`config.mk`:
```
export PLATFORM = sky130hd
export DESIGN_NAME = tone_synth
export DESIGN_NICKNAME = d
export VERILOG_FILES = /design/src/rtl/tone_synth_pkg.sv /design/src/rtl/tone_step_counter.sv /design/src/rtl/tone_synth.sv
export SDC_FILE = /design/constraint.sdc
export NUM_CORES = 1
export LEC_CHECK = 0
export ABC_AREA = 1
export BUFFER_PORTS_ARGS = -buffer_cell sky130_fd_sc_hd__buf_4
export CORE_UTILIZATION = 50
export DETAILED_ROUTE_END_ITERATION = 16
export MAX_ROUTING_LAYER = met4
export PLACE_DENSITY = 0.68
export SLEW_MARGIN = 20
export SYNTH_ARGS = -nofsm -noshare
export SYNTH_HDL_FRONTEND = slang
export SYNTH_SLANG_ARGS = --single-unit
```
`constraint.sdc`:
```
create_clock -name clk -period 5.7 [get_ports clk]
set_clock_uncertainty 0.2 [all_clocks]
set_input_delay 0.855 -clock clk [delete_from_list [all_inputs] [get_ports clk]]
set_output_delay 0.855 -clock clk [all_outputs]
set_load 0.02 [all_outputs]
```
`src/rtl/tone_synth_pkg.sv`:
```
// Shared definitions for the tone synthesiser: FSM states, note divider
// limits for the default scale, and the idle output level.
package tone_synth_pkg;

  typedef enum logic [1:0] {
    ST_IDLE   = 2'd0,
    ST_PLAY   = 2'd1,
    ST_FINISH = 2'd2
  } state_t;

  // Divider limits for a 50 MHz clock (half-period counts per ROM step)
  localparam logic [31:0] NOTE_C = 32'hBAA;
  localparam logic [31:0] NOTE_D = 32'hA64;
  localparam logic [31:0] NOTE_E = 32'h941;
  localparam logic [31:0] NOTE_G = 32'h7C9;

  localparam int SILENT_DEFAULT = 8;

endpackage

```
`src/rtl/tone_step_counter.sv`:
```
// Shared programmable step divider plus sample ROM address counter.
// One ROM step lasts 2*L clocks, where a limit of 0 behaves as 1.
module tone_step_counter
  import tone_synth_pkg::*;
#(
  parameter int DIV_W  = 32,
  parameter int ADDR_W = 5
) (
  input  logic              clk,
  input  logic              reset,
  input  logic              run,
  input  logic [DIV_W-1:0]  limit,
  output logic [ADDR_W-1:0] addr,
  output logic              tick,
  output logic              wrap
);

  logic [DIV_W:0]   count;
  logic [DIV_W:0]   term_count;
  logic [DIV_W-1:0] limit_eff;

  // Terminal count detection; tick and wrap are seen by the FSM on the
  // same edge that advances the address
  always_comb begin
    limit_eff  = (limit == '0) ? DIV_W'(1) : limit;
    term_count = {limit_eff, 1'b0} - (DIV_W+1)'(1);
    tick       = run && (count == term_count);
    wrap       = tick && (addr == '1);
  end

  // Divider and address registers; both park at zero while not running
  always_ff @(posedge clk) begin
    if (reset || !run) begin
      count <= '0;
      addr  <= '0;
    end else if (tick) begin
      count <= '0;
      addr  <= addr + ADDR_W'(1);
    end else begin
      count <= count + (DIV_W+1)'(1);
    end
  end

endmodule

```
`src/rtl/tone_synth.sv`:
```
// Note generator: synchronises the button levels, picks the lowest
// requested note, and steps a sample ROM at that note's pitch. Note
// changes and stops only happen at the end of a full ROM period.
module tone_synth
  import tone_synth_pkg::*;
#(
  parameter int NUM_NOTES  = 4,
  parameter int NOTE_IDX_W = 2,
  parameter int DIV_W      = 32,
  parameter logic [NUM_NOTES*DIV_W-1:0] NOTE_LIMITS = {NOTE_G, NOTE_E, NOTE_D, NOTE_C},
  parameter int ADDR_W     = 5,
  parameter int SAMPLE_W   = 4,
  parameter int SILENT_LEVEL = SILENT_DEFAULT
) (
  input  logic                  clk,
  input  logic                  reset,
  input  logic [NUM_NOTES-1:0]  note_req,
  output logic [ADDR_W-1:0]     rom_addr,
  input  logic [SAMPLE_W-1:0]   rom_data,
  output logic [SAMPLE_W-1:0]   tono,
  output logic                  active,
  output logic [NOTE_IDX_W-1:0] cur_note,
  output logic                  sample_tick
);

  state_t                state;
  logic [NUM_NOTES-1:0]  sync1;
  logic [NUM_NOTES-1:0]  req_s;
  logic                  req_valid;
  logic [NOTE_IDX_W-1:0] req_idx;
  logic                  change_wanted;
  logic [DIV_W-1:0]      limit;
  logic                  run;
  logic                  tick;
  logic                  wrap;

  // Lowest set request bit has priority. Only the most recent differing
  // request matters, so the pending note is simply the live request
  // whenever it differs from the sounding note.
  always_comb begin
    req_idx = '0;
    for (int i = NUM_NOTES - 1; i >= 0; i--) begin
      if (req_s[i]) req_idx = NOTE_IDX_W'(i);
    end
    req_valid     = |req_s;
    change_wanted = req_valid && (req_idx != cur_note);
    run           = (state != ST_IDLE);
    limit         = NOTE_LIMITS[int'(cur_note)*DIV_W +: DIV_W];
  end

  tone_step_counter #(
    .DIV_W  (DIV_W),
    .ADDR_W (ADDR_W)
  ) u_step (
    .clk   (clk),
    .reset (reset),
    .run   (run),
    .limit (limit),
    .addr  (rom_addr),
    .tick  (tick),
    .wrap  (wrap)
  );

  // Synchroniser, sample output register and note FSM
  always_ff @(posedge clk) begin
    if (reset) begin
      sync1       <= '0;
      req_s       <= '0;
      state       <= ST_IDLE;
      active      <= 1'b0;
      cur_note    <= '0;
      sample_tick <= 1'b0;
      tono        <= SAMPLE_W'(SILENT_LEVEL);
    end else begin
      sync1       <= note_req;
      req_s       <= sync1;
      sample_tick <= tick;
      tono        <= (state == ST_IDLE) ? SAMPLE_W'(SILENT_LEVEL) : rom_data;
      case (state)
        ST_IDLE: begin
          if (req_valid) begin
            state    <= ST_PLAY;
            active   <= 1'b1;
            cur_note <= req_idx;
          end
        end
        ST_PLAY: begin
          if (!req_valid) begin
            state <= ST_FINISH;
          end else if (wrap && change_wanted) begin
            cur_note <= req_idx;
          end
        end
        ST_FINISH: begin
          if (req_valid) begin
            state <= ST_PLAY;
          end else if (wrap) begin
            state  <= ST_IDLE;
            active <= 1'b0;
          end
        end
        default: begin
          state  <= ST_IDLE;
          active <= 1'b0;
        end
      endcase
    end
  end

endmodule

```
======== Word level (Yosys, flattened, before mapping) ========
Cells that the tools add are included.
operators by class
  reductions and logical operators ........ 16
  mux-type cells .......................... 18
  add/subtract/negate cells ............... 3
  bitwise logic cells ..................... 1
  eq/ne operators ......................... 12
  shift-type cells ........................ 1
operators by type and width
  cell                         count
  $shiftx A128 B8 Y32 const A  1
  $add A33 B1 Y33 const B      1
  $eq A33 B33 Y1               1
  $sub A33 B1 Y33 const B      1
  $logic_not A32 Y1            1
  $mux W32                     1
  $mux W2                      11
  $ne A2 B2 Y1 const B         6
  $reduce_and A4 Y1            2
  $pmux W2 S3                  1
  $add A5 B1 Y5 const B        1
  $eq A5 B5 Y1 const B         1
  $logic_and A1 B1 Y1          4
  $pmux W2 S2                  1
  $reduce_bool A2 Y1           2
  $reduce_or A2 Y1             2
  $reduce_or A4 Y1             1
  $mux W1                      3
  $ne A3 B3 Y1 const B         1
  $pmux W1 S3                  1
  $reduce_and A3 Y1            1
  $eq A2 B1 Y1 const B         1
  $eq A2 B2 Y1 const B         1
  $logic_not A2 Y1             1
  other kinds (4)              4
storage, ports and cells
  word-level logic and storage cells ...... 60
  bits in registers ....................... 56

======== Longest topological paths before layout ========
Gate-level depths: netlist of run 1.
  depth after elaboration ................. 11
  mapped depth ............................ 16
  gate-level depth less buffers ........... 15

======== Modules after synthesis ========
A second synthesis of run 1 with hierarchy kept.
unflattened totals
  cell total of the unflattened synthesis .. 648
  area total of the unflattened synthesis .. 4160.2 um^2
modules (own cells, without submodules)
  module             area each (um^2)  instances  cells an instance  seq. area each (um^2)
  tone_step_counter  3330.7            1          537                760.7
  tone_synth         829.5             1          111                360.3

======== Least setup slack after synthesis of run 1 ========
Ideal clock, no wire load.
  kind .................................... reg2reg
  start point ............................. register cur_note[1]
  end point ............................... register u_step.addr[3]
  cell stages (with the launch flop) ...... 17
  clock period less this slack ............ 2.562 ns
  setup time .............................. 0.117 ns
  path buffers ............................ 1
  slack ................................... 3.138 ns
  arrival time ............................ 2.245 ns
  path through ............................ dfxtp_1 > buf_2 > inv_1 > ha_1 > nand2_1 > nor2_2 > nand3_1 > o21ai_0 > nand2_1 > inv_1 > nand2_1 > nor2_2 > nand2_2 > nor2_1 > nand3_1 > o21ai_0 > nor2_1
between the ends
  cells in the longest elaborated chain, start to end .. 6
ends and longest elaborated chain
  element                   line                     RTL
  start: declaration        tone_synth.sv:22         output logic [NOTE_IDX_W-1:0] cur_note,
  start signal: assignment  tone_synth.sv:84         cur_note <= req_idx;
  start signal: assignment  tone_synth.sv:91         cur_note <= req_idx;
  $shiftx A128 B8 Y32 (*)   tone_synth.sv:48         limit = NOTE_LIMITS[int'(cur_note)*DIV_W +: DIV_W];
  $logic_not A32 Y1         tone_step_counter.sv:25  limit_eff = (limit == '0) ? DIV_W'(1) : limit;
  $mux W32 (*)              tone_step_counter.sv:25
  $sub A33 B1 Y33 (*)       tone_step_counter.sv:26  term_count = {limit_eff, 1'b0} - (DIV_W+1)'(1);
  $eq A33 B33 Y1 (*)        tone_step_counter.sv:27  tick = run && (count == term_count);
  $logic_and A1 B1 Y1 (*)   tone_step_counter.sv:27
  end signal: assignment    tone_step_counter.sv:38  addr <= addr + ADDR_W'(1);
  end: declaration          tone_step_counter.sv:13  output logic [ADDR_W-1:0] addr,
Every way passes the cells marked *; elsewhere a longest branch is shown, timed or not.
A chain may end at the register's enable or synchronous reset.

======== Worst setup path after layout of run 1 ========
  start point ............................. register cur_note[1]
  end point ............................... register u_step.count[29]
between the ends
  cells in the longest elaborated chain, start to end .. 7
ends and longest elaborated chain
  element                         line                     RTL
  $shiftx A128 B8 Y32 (*)         tone_synth.sv:48
  $logic_not A32 Y1               tone_step_counter.sv:25
  $mux W32 (*)                    tone_step_counter.sv:25
  $sub A33 B1 Y33 (*)             tone_step_counter.sv:26
  $eq A33 B33 Y1 (*)              tone_step_counter.sv:27
  $logic_and A1 B1 Y1 (*)         tone_step_counter.sv:27
  $reduce_or A2 Y1 (no line) (*)  -
  end signal: assignment          tone_step_counter.sv:40  count <= count + (DIV_W+1)'(1);
  end: declaration                tone_step_counter.sv:18  logic [DIV_W:0] count;
Marks and branches as above.

==> results of run 1 <==
[Yosys cell counts]
cell type,number
nand2_1,86
inv_1,70
nor2_1,69
dfxtp_1,56
nor3_1,18
nand3_1,17
a21oi_1,15
xor2_1,12
ha_1,10
nand4_1,9
o21ai_0,9
nand2_2,5
a31oi_1,4
nor2_2,4
nor2_4,4
nand2_4,3
nand3_2,3
nor4_1,3
o21ai_1,3
xnor2_1,3
buf_2,2
inv_2,2
nand3_4,2
nor3b_1,2
o21a_1,2
or2_2,2
a211oi_2,1
and3_1,1
buf_4,1
clkbuf_1,1
nor2_8,1
nor3_2,1
nor3_4,1
nor3b_2,1
o221a_2,1
o221ai_1,1
[state kept, by name, indices dropped and copies added (netlist names)]
name and count:
tono 4, active 1, req_s 4, u_step.addr 5, sync1 4, u_step.count 33
cur_note 2, state 2, sample_tick 1
[metal layers]
| layer | wire length [µm] | vias to the layer above | GRT usage [%] |
|---|---|---|---|
| li1 | - | 1380 | - |
| met1 | 3030 | 1139 | 27.7 |
| met2 | 2650 | 38 | 32.6 |
| met3 | 196 | 10 | 4.00 |
| met4 | 99 | 0 | 6.36 |
| met5 | 0 | - | - |
[area by class of cell]
class | count | share of cell area, %
multi-input combinational | 293 | 47.7
tap | 72 | 2.71
inverter | 72 | 8.12
clock buffer | 7 | 2.59
sequential | 56 | 33.7
clock inverter | 1 | 0.225
timing repair buffer | 22 | 4.96
[cells in the final DEF (no fill, tap or decap), types with 6 or more instances in the layout]
cell	n
nand2_1	86
inv_1	70
nor2_1	69
dfxtp_1	56
buf_4	22
nor3_1	18
nand3_1	17
a21oi_1	15
xor2_1	12
ha_1	10
o21ai_0	9
nand4_1	9
clkbuf_8	6
[final timing paths]
kind	cells after the start	to	slack, ps
min reg2reg	2	req_s[2]$_SDFF_PP0_	210
max	15	u_step.count[29]$_SDFF_PP0_	2650
max reg2reg	15	u_step.count[29]$_SDFF_PP0_	2650
min	2	req_s[2]$_SDFF_PP0_	210
[power groups by stage]
stage | Sequential, mW | Clock, mW | Combinational (mW)
floorplan | 0.417 | 0 | 0.0476
global placement | 0.414 | 0 | 0.0699
detailed placement | 0.415 | 0 | 0.0707
CTS | 0.405 | 0.234 | 0.0714
global route | 0.407 | 0.251 | 0.0810
finish | 0.405 | 0.228 | 0.0705
[worst max-delay path: stages, from the launching register on]
cell	delay, ps
dfxtp_1	570
inv_1	160
ha_1	340
nand2_1	70
nor2_2	140
nand3_1	100
o21ai_0	90
nand2_1	60
inv_1	60
nand2_1	60
nor2_2	150
nand2_2	140
nand2_2	480
inv_2	140
o21ai_1	110
a21oi_1	50
[through the flow]
step / worst slack [ps] / power [mW] / cell area (µm²) / instances / util, %
finish: 2650 / 0.703 / 3330 / 523 / 59.0
floorplan: 3140 / 0.464 / 3000 / 425 / -
global placement: 2780 / 0.484 / 3240 / 515 / 57.4
global route: 2280 / 0.739 / 3330 / 523 / 59.0
CTS: 2620 / 0.711 / 3330 / 523 / 59.0
detailed placement: 2630 / 0.485 / 3240 / 515 / 57.4
[kinds of logic (layout without fill, tap and decap cells)]
family	after synthesis	count (layout)	synth area share [%]
fa+ha+maj	10	10	4.17
simple gates	232	232	37.5
buf+inv	76	102	9.71
compound gates	36	36	6.92
flops	56	56	37.3
xor+xnor	15	15	4.38
==> summary.md, run 1 <==
| Metric | Value |
|---|---|
| Synthesized area | `3000 µm²` |
| Post-CTS Setup Bufs | `0` |
| Final Setup Violations | `0` |
| Max_slew headroom | `60.3%` |
| Die height | `79.5 µm` |
| Initial antenna violation count | `0` |
| Hold Buf Count CTS | `0` |
| Total gr overflow | `0` |
| Pwr/cell area | `211 nW/µm²` |
| WL final | `5970 µm` |
| Leading area contributor after synthesis | `dfxtp_1` |
| Worst vdd ir | `0.141 mV` |
| Psw | `0.179 mW` |
| Critical path startpoint category | `register` |
| CTS Root Cell | `clkbuf_8` |
| Storage element area | `1120 µm²` |
| Top Ports | `23` |
| Setup tns final | `0 ps` |
| Reg clk slew, reported paths | `100 ps` |
| CP required | `5710 ps` |
| Post-CTS sizing | `0` |
| Footprint of the multi-input gates | `1590 µm²` |
| Vias in the first global route | `2282` |
| Hold WC Path Type | `register to register` |
| Endpoint class of the critical path | `register` |
| Status | `finished clean` |
| Max Root-Sink Buffers | `2` |
| DRC Markers | `0` |
| Share of cells above drive strength 1 | `13.3%` |
| First-pass GRT wire length | `10200 µm` |
| DP HPWL | `4590 µm` |
| FMAX | `328 MHz` |
| Fillers | `549` |
| Largest net degree at the start of global routing | `29` |
| Distinct cells, synth | `36` |
| Min-delay src | `sync1[2]$_SDFF_PP0_` |
| Die ar. | `6320 µm²` |
| Die width | `79.5 µm` |
| Initial Utilization | `53.2%` |
| GRT Total Usage | `21.1%` |
| Port Buf Inserts | `22` |
| Core area | `5640 µm²` |
| Num CTS Buffers | `5` |
| Synthesized instance count | `425` |
| Clk sinks | `56` |
| Clock group share of total power | `32.4%` |
| Final hold vios | `0` |
| Sw Share | `25.4%` |
| CTS tree | `done` |
| RSZ-0062 raised after global routing | `false` |
| Static leakage | `1.41 nW` |
| Routed len/inst | `11.4 µm` |
| CP Class | `register to register` |
| Synth top area share | `37.3%` |
| Final GP Congestion | `0.888` |
| Final period util | `53.5%` |
| Final net count | `470` |
| Drt via density | `4.91` |
| Pint | `0.525 mW` |
| Setup crit start | `cur_note[1]$_SDFFE_PP0P_` |
| CP arrival | `3050 ps` |
| First-pass detailed-route iteration total | `5` |
| Final Max Slew Viols | `0` |
| Post-synthesis sequential area ratio | `37.3%` |
| YS warnings | `0` |
| Syn_nets | `445` |
| ANT nets after route | `0` |
| Via count | `2567` |
| Share of power burned in combinational logic | `10.0%` |
| Max cap viols | `0` |
| Yosys reg bits | `56` |
| Final critical path time including I/O delays and setup | `3050 ps` |
| R2r startpoint | `cur_note[1]$_SDFFE_PP0P_` |
| Worst hold slack | `205 ps` |
| Starting DRT DRC Count | `127` |
| Skew-Pair Late Insertion Delay | `310 ps` |
| Worst Tran Pin Value | `594 ps` |
| Antenna Cells | `0` |
| Mapped Avg Cell Area | `7.06 µm²` |
| Area contributors post-synth | `dfxtp_1 (37%), nand2_1 (11%), inv_1 (8.8%)` |
| Synth-to-Final Area Change | `10.9%` |
| CP Max Fanout | `28` |
| Seq pwr share | `57.6%` |
| Row count | `27` |
| Htree depth | `2` |
Power figures use the tool's default switching activity.
==> inputs of run 2 (changes only) <==
--- a/config.mk
+++ b/config.mk
@@ -10,7 +10,7 @@
 export CORE_UTILIZATION = 50
 export DETAILED_ROUTE_END_ITERATION = 16
 export MAX_ROUTING_LAYER = met4
-export PLACE_DENSITY = 0.68
+export PLACE_DENSITY = 0.71
 export SLEW_MARGIN = 20
 export SYNTH_ARGS = -nofsm -noshare
 export SYNTH_HDL_FRONTEND = slang
==> constraint.sdc (replaced) <==
create_clock -name clk -period 2.66 [get_ports clk]
set_clock_uncertainty 0.2 [all_clocks]
set_input_delay 0.399 -clock clk [delete_from_list [all_inputs] [get_ports clk]]
set_output_delay 0.399 -clock clk [all_outputs]
set_load 0.02 [all_outputs]
==> run 2 against run 1 <==
Net effect: global-route usage grew 1.0 points; die area is the same; utilization grew 1.9 points; via count grew 4.7%; design area grew 3.3%; critical endpoint is now u_step.addr[3]$_SDFFE_PP0P_; largest power group unchanged.
==> summary.md, run 2 (synthesis results as in run 1) <==
| Metric | Value |
|---|---|
| Clk sinks | `56` |
| DRC Markers | `0` |
| CTS tree | `done` |
| Commonest cells after routing, fill and taps aside | `nand2_1 (86), inv_1 (70), nor2_1 (67)` |
| DP HPWL | `4880 µm` |
| Setup tns final | `0 ps` |
| Num CTS Buffers | `5` |
| Die width | `79.5 µm` |
| Antenna Cells | `0` |
| Endpoint class of the critical path | `register` |
| Placed Cells | `521` |
| Max Root-Sink Buffers | `2` |
| Synth-to-Final Area Change | `14.5%` |
| Pwr/cell area | `475 nW/µm²` |
| Final GP Congestion | `0.888` |
| Max_slew headroom | `67.3%` |
| Fillers | `506` |
| Setup ws final | `205 ps` |
| RSZ-0062 raised after global routing | `false` |
| Top reg by flops | `u_step.count` |
| Final Setup Violations | `0` |
| Worst Tran Pin Value | `487 ps` |
| Die ar. | `6320 µm²` |
| Routed len/inst | `12.0 µm` |
| First-pass detailed-route iteration total | `4` |
| Placed cell areas | `3290 µm²` |
| Worst vdd ir | `0.303 mV` |
| CP arrival | `2480 ps` |
| Finished Layout Cells | `529` |
| Hold WC Path Type | `input pin to register` |
| FMAX | `407 MHz` |
| Skew-Pair Late Insertion Delay | `320 ps` |
| Largest net degree at the start of global routing | `18` |
| CP Max Fanout | `8` |
| WL final | `6350 µm` |
| Hold Buf Count CTS | `0` |
| Final Max Slew Viols | `0` |
| Final hold vios | `0` |
| Static leakage | `1.48 nW` |
| Via count | `2687` |
| First-pass GRT wire length | `10700 µm` |
| GRT Total Usage | `22.1%` |
| Die height | `79.5 µm` |
| ANT nets after route | `0` |
| Core area | `5640 µm²` |
| Design Area, Final | `3440 µm²` |
| Top flop regs | `u_step.count x33, u_step.addr x5` |
| Top Ports | `23` |
| Critical path startpoint category | `register` |
| Share of cells above drive strength 1 | `15.5%` |
| CP Class | `register to register` |
| CP required | `2680 ps` |
| Starting DRT DRC Count | `185` |
| Final net count | `476` |
| Max reg flops | `33` |
| Vias in the first global route | `2462` |
| Initial Utilization | `53.2%` |
| Reg clk slew, reported paths | `100 ps` |
| Initial antenna violation count | `0` |
| Drt via density | `5.08` |
| Status | `finished clean` |
| Max cap viols | `0` |
| CTS Root Cell | `clkbuf_8` |
| Htree depth | `2` |
| Row count | `27` |
| Port Buf Inserts | `22` |
| Setup Slack @ Placement | `71.3 ps` |
| Final critical path time including I/O delays and setup | `2450 ps` |
| Total gr overflow | `0` |
| Final period util | `92.3%` |
| Leading cell type in the layout, fill and taps excluded | `nand2_1` |
[run 2: report_power, final]
group / total (mW) / leakage, nW / switching (mW) / internal, mW
clock network: 0.596 / 0.0614 / 0.288 / 0.308
registers: 0.864 / 0.454 / 0.00917 / 0.855
logic: 0.173 / 0.963 / 0.104 / 0.0690
[run 2: final timing paths]
| kind | depth (start not counted) | slack [ps] | endpoint | start |
|---|---|---|---|---|
| setup / recovery | 13 | 210 | u_step.addr[3]$_SDFFE_PP0P_ | cur_note[0]$_SDFFE_PP0P_ |
| hold reg to reg | 2 | 210 | req_s[0]$_SDFF_PP0_ | sync1[0]$_SDFF_PP0_ |
| hold / removal | 2 | 60 | tono[3]$_SDFF_PP1_ | rom_data[3] |
| setup reg to reg | 13 | 210 | u_step.addr[3]$_SDFFE_PP0P_ | cur_note[0]$_SDFFE_PP0P_ |
[run 2: critical path, stage by stage, from the launching register on]
cell and delay, ps:
dfxtp_2 390, inv_1 100, ha_1 340, nand2_1 80, nor2_2 150, nand3_1 110
o21ai_0 90, nand4_1 130, nor2_2 220, nand2_4 130, nor2_4 120, nand3_1 80
o21ai_0 170, nor2_1 60
[run 2: final cells by class]
cell class	instances	area, µm²	area share, %
inverters	72	270	7.86
clock inverters	2	38.8	1.13
well taps	72	90.1	2.62
repair buffers	28	223	6.48
clock buffers	6	82.6	2.40
multi-input cells	293	1610	46.9
flip-flops and latches	56	1120	32.6
[run 2: metal layers]
layer / global-route usage [%] / share of wire [%] / up-vias
met5: - / 0 / -
met4: 8.00 / 1.8 / 0
met3: 4.46 / 5.3 / 12
met2: 36.0 / 47 / 77
met1: 26.9 / 46 / 1206
li1: - / - / 1392
[run 2: through the flow]
stage                     hold slack [ps]  utilization, %  power (mW)
final                                61.0            60.9        1.63
after global routing                 66.0            60.9        1.69
after CTS                            61.3            60.5        1.64
after detailed placement              195            58.4        1.05
after global placement                191            58.4        1.05
after floorplan                       188               -       0.995
[run 2: repair_timing]
item / 4_1_cts / 5_1_grt
resized for setup: 0 / 7
setup buffers: 0 / 0
setup endpoints to repair: 0 / 29
==> inputs of run 3 (changes only) <==
--- a/config.mk
+++ b/config.mk
@@ -10,7 +10,7 @@
 export CORE_UTILIZATION = 50
 export DETAILED_ROUTE_END_ITERATION = 16
 export MAX_ROUTING_LAYER = met4
-export PLACE_DENSITY = 0.71
+export PLACE_DENSITY = 0.68
 export SLEW_MARGIN = 20
 export SYNTH_ARGS = -nofsm -noshare
 export SYNTH_HDL_FRONTEND = slang
==> constraint.sdc (replaced) <==
create_clock -name clk -period 2.8 [get_ports clk]
set_clock_uncertainty 0.2 [all_clocks]
set_input_delay 0.42 -clock clk [delete_from_list [all_inputs] [get_ports clk]]
set_output_delay 0.42 -clock clk [all_outputs]
set_load 0.02 [all_outputs]
==> run 3 against run 2 <==
Net effect: final cell count is 0.57% lower; worst hold slack gained 36 ps; power shrank 4.5%; non-clock buffer count fell by 3; critical path type unchanged; design area shrank 0.69%; clock power is 3% lower; largest power group unchanged; critical endpoint unchanged; count of clock-buffer cells in the layout grew 1; via count down 2.2%.
==> summary.md, run 3 (synthesis results as in run 1) <==
| Metric | Value |
|---|---|
| CP Max Fanout | `8` |
| Die height | `79.5 µm` |
| Skew-Pair Late Insertion Delay | `310 ps` |
| Finished Layout Cells | `526` |
| Vias in the first global route | `2541` |
| Port Buf Inserts | `22` |
| GRT Total Usage | `22.7%` |
| Antenna Cells | `0` |
| Leading cell type in the layout, fill and taps excluded | `nand2_1` |
| Core area | `5640 µm²` |
| Final net count | `473` |
| Reg clk slew, reported paths | `100 ps` |
| FMAX | `400 MHz` |
| Max Root-Sink Buffers | `2` |
| Hold Buf Count CTS | `0` |
| Row count | `27` |
| Routed len/inst | `11.9 µm` |
| ANT nets after route | `0` |
| CTS Root Cell | `clkbuf_8` |
| Pwr/cell area | `457 nW/µm²` |
| RR Endpoint | `u_step.addr[3]$_SDFFE_PP0P_` |
| Static leakage | `1.45 nW` |
| Htree depth | `2` |
| Final critical path time including I/O delays and setup | `2500 ps` |
| CP arrival | `2510 ps` |
| Setup Slack @ Placement | `147 ps` |
| Final hold vios | `0` |
| Final Max Slew Viols | `0` |
| Clk sinks | `56` |
| Top reg by flops | `u_step.count` |
| CTS tree | `done` |
| First-pass detailed-route iteration total | `4` |
| Worst reg2reg setup slack | `300 ps` |
| DP HPWL | `4800 µm` |
| Share of cells above drive strength 1 | `15.4%` |
| Hold WC Path Type | `input pin to register` |
| Largest net degree at the start of global routing | `17` |
| Placed Cells | `518` |
| Endpoint class of the critical path | `register` |
| Setup crit start | `cur_note[0]$_SDFFE_PP0P_` |
| Status | `finished clean` |
| Final period util | `89.3%` |
| First-pass GRT wire length | `11000 µm` |
| Reg2Reg Depth | `15` |
| Top Ports | `23` |
| Commonest cells after routing, fill and taps aside | `nand2_1 (86), inv_1 (70), nor2_1 (66)` |
| Post-CTS sizing | `0` |
| Synth-to-Final Area Change | `13.8%` |
| Max_slew headroom | `63.2%` |
| WL final | `6240 µm` |
| Die width | `79.5 µm` |
| Hold Path Stages | `2` |
| Fillers | `534` |
| Post-CTS Setup Bufs | `0` |
| Max reg flops | `33` |
| Worst Tran Pin Value | `548 ps` |
| Critical path startpoint category | `register` |
| Min-delay src | `rom_data[3]` |
| Worst setup endpoint | `u_step.addr[3]$_SDFFE_PP0P_` |
| Total gr overflow | `0` |
| Max cap viols | `0` |
| Final GP Congestion | `0.899` |
| Starting DRT DRC Count | `106` |
| Setup ws final | `300 ps` |
| Worst vdd ir | `0.360 mV` |
| Final Setup Violations | `0` |
| Via count | `2629` |
| Drt via density | `5.00` |
| Die ar. | `6320 µm²` |
| Top flop regs | `u_step.count x33, u_step.addr x5` |
| CP required | `2810 ps` |
| CP Class | `register to register` |
| Num CTS Buffers | `5` |
| R2r startpoint | `cur_note[0]$_SDFFE_PP0P_` |
| Post-layout util | `60.5%` |
| DRC Markers | `0` |
| Initial Utilization | `53.2%` |
| Initial antenna violation count | `0` |
[run 3: worst max-delay path, cell delays in order (launching register included)]
cell	delay, ps
dfxtp_2	430
inv_1	110
ha_1	330
nand2_1	70
nor2_2	140
nand3_1	100
o21ai_0	80
nand2_1	70
inv_1	50
nand2_1	50
nor2_2	140
nand2_2	160
nor2_2	160
nand3_1	80
o21ai_0	160
nor2_1	50
[run 3: worst min-delay path by stage]
stage / endpoint / slack, ps
2_1_floorplan: req_s[0]$_SDFF_PP0_ / 190
3_3_place_gp: req_s[2]$_SDFF_PP0_ / 190
3_5_place_dp: req_s[3]$_SDFF_PP0_ / 200
4_1_cts: tono[3]$_SDFF_PP1_ / 90
5_1_grt: tono[3]$_SDFF_PP1_ / 90
6_report: tono[3]$_SDFF_PP1_ / 100
[run 3: cell type report]
class	instances	area (µm²)	area share, %
repair buffers	25	200	5.86
clock buffers	7	96.3	2.82
flip-flops and latches	56	1120	32.9
inverters	72	270	7.91
well taps	72	90.1	2.64
multi-input cells	293	1600	47.0
clock inverters	1	30.0	0.879
[run 3: power by group]
part	switching (mW)	leakage [nW]	internal, mW
logic	0.0944	0.930	0.0619
clock network	0.263	0.0645	0.316
registers	0.0122	0.455	0.812
[run 3: per-stage QoR]
step	cell area [µm²]	TNS, ps	total power [mW]	hold slack [ps]
after floorplan	3000	0	0.946	188
after global placement	3270	0	0.993	188
after detailed placement	3270	0	0.996	198
after CTS	3400	0	1.57	88.3
after global routing	3410	-5.99	1.62	90.1
final	3410	0	1.56	96.6
[run 3: per-layer routing]
metal / part of all wire (%) / up-vias / track usage, %
li1: - / 1389 / -
met1: 48 / 1181 / 28.1
met2: 48 / 51 / 37.5
met3: 2.9 / 8 / 4.11
met4: 1.6 / 0 / 6.91
met5: 0 / - / -
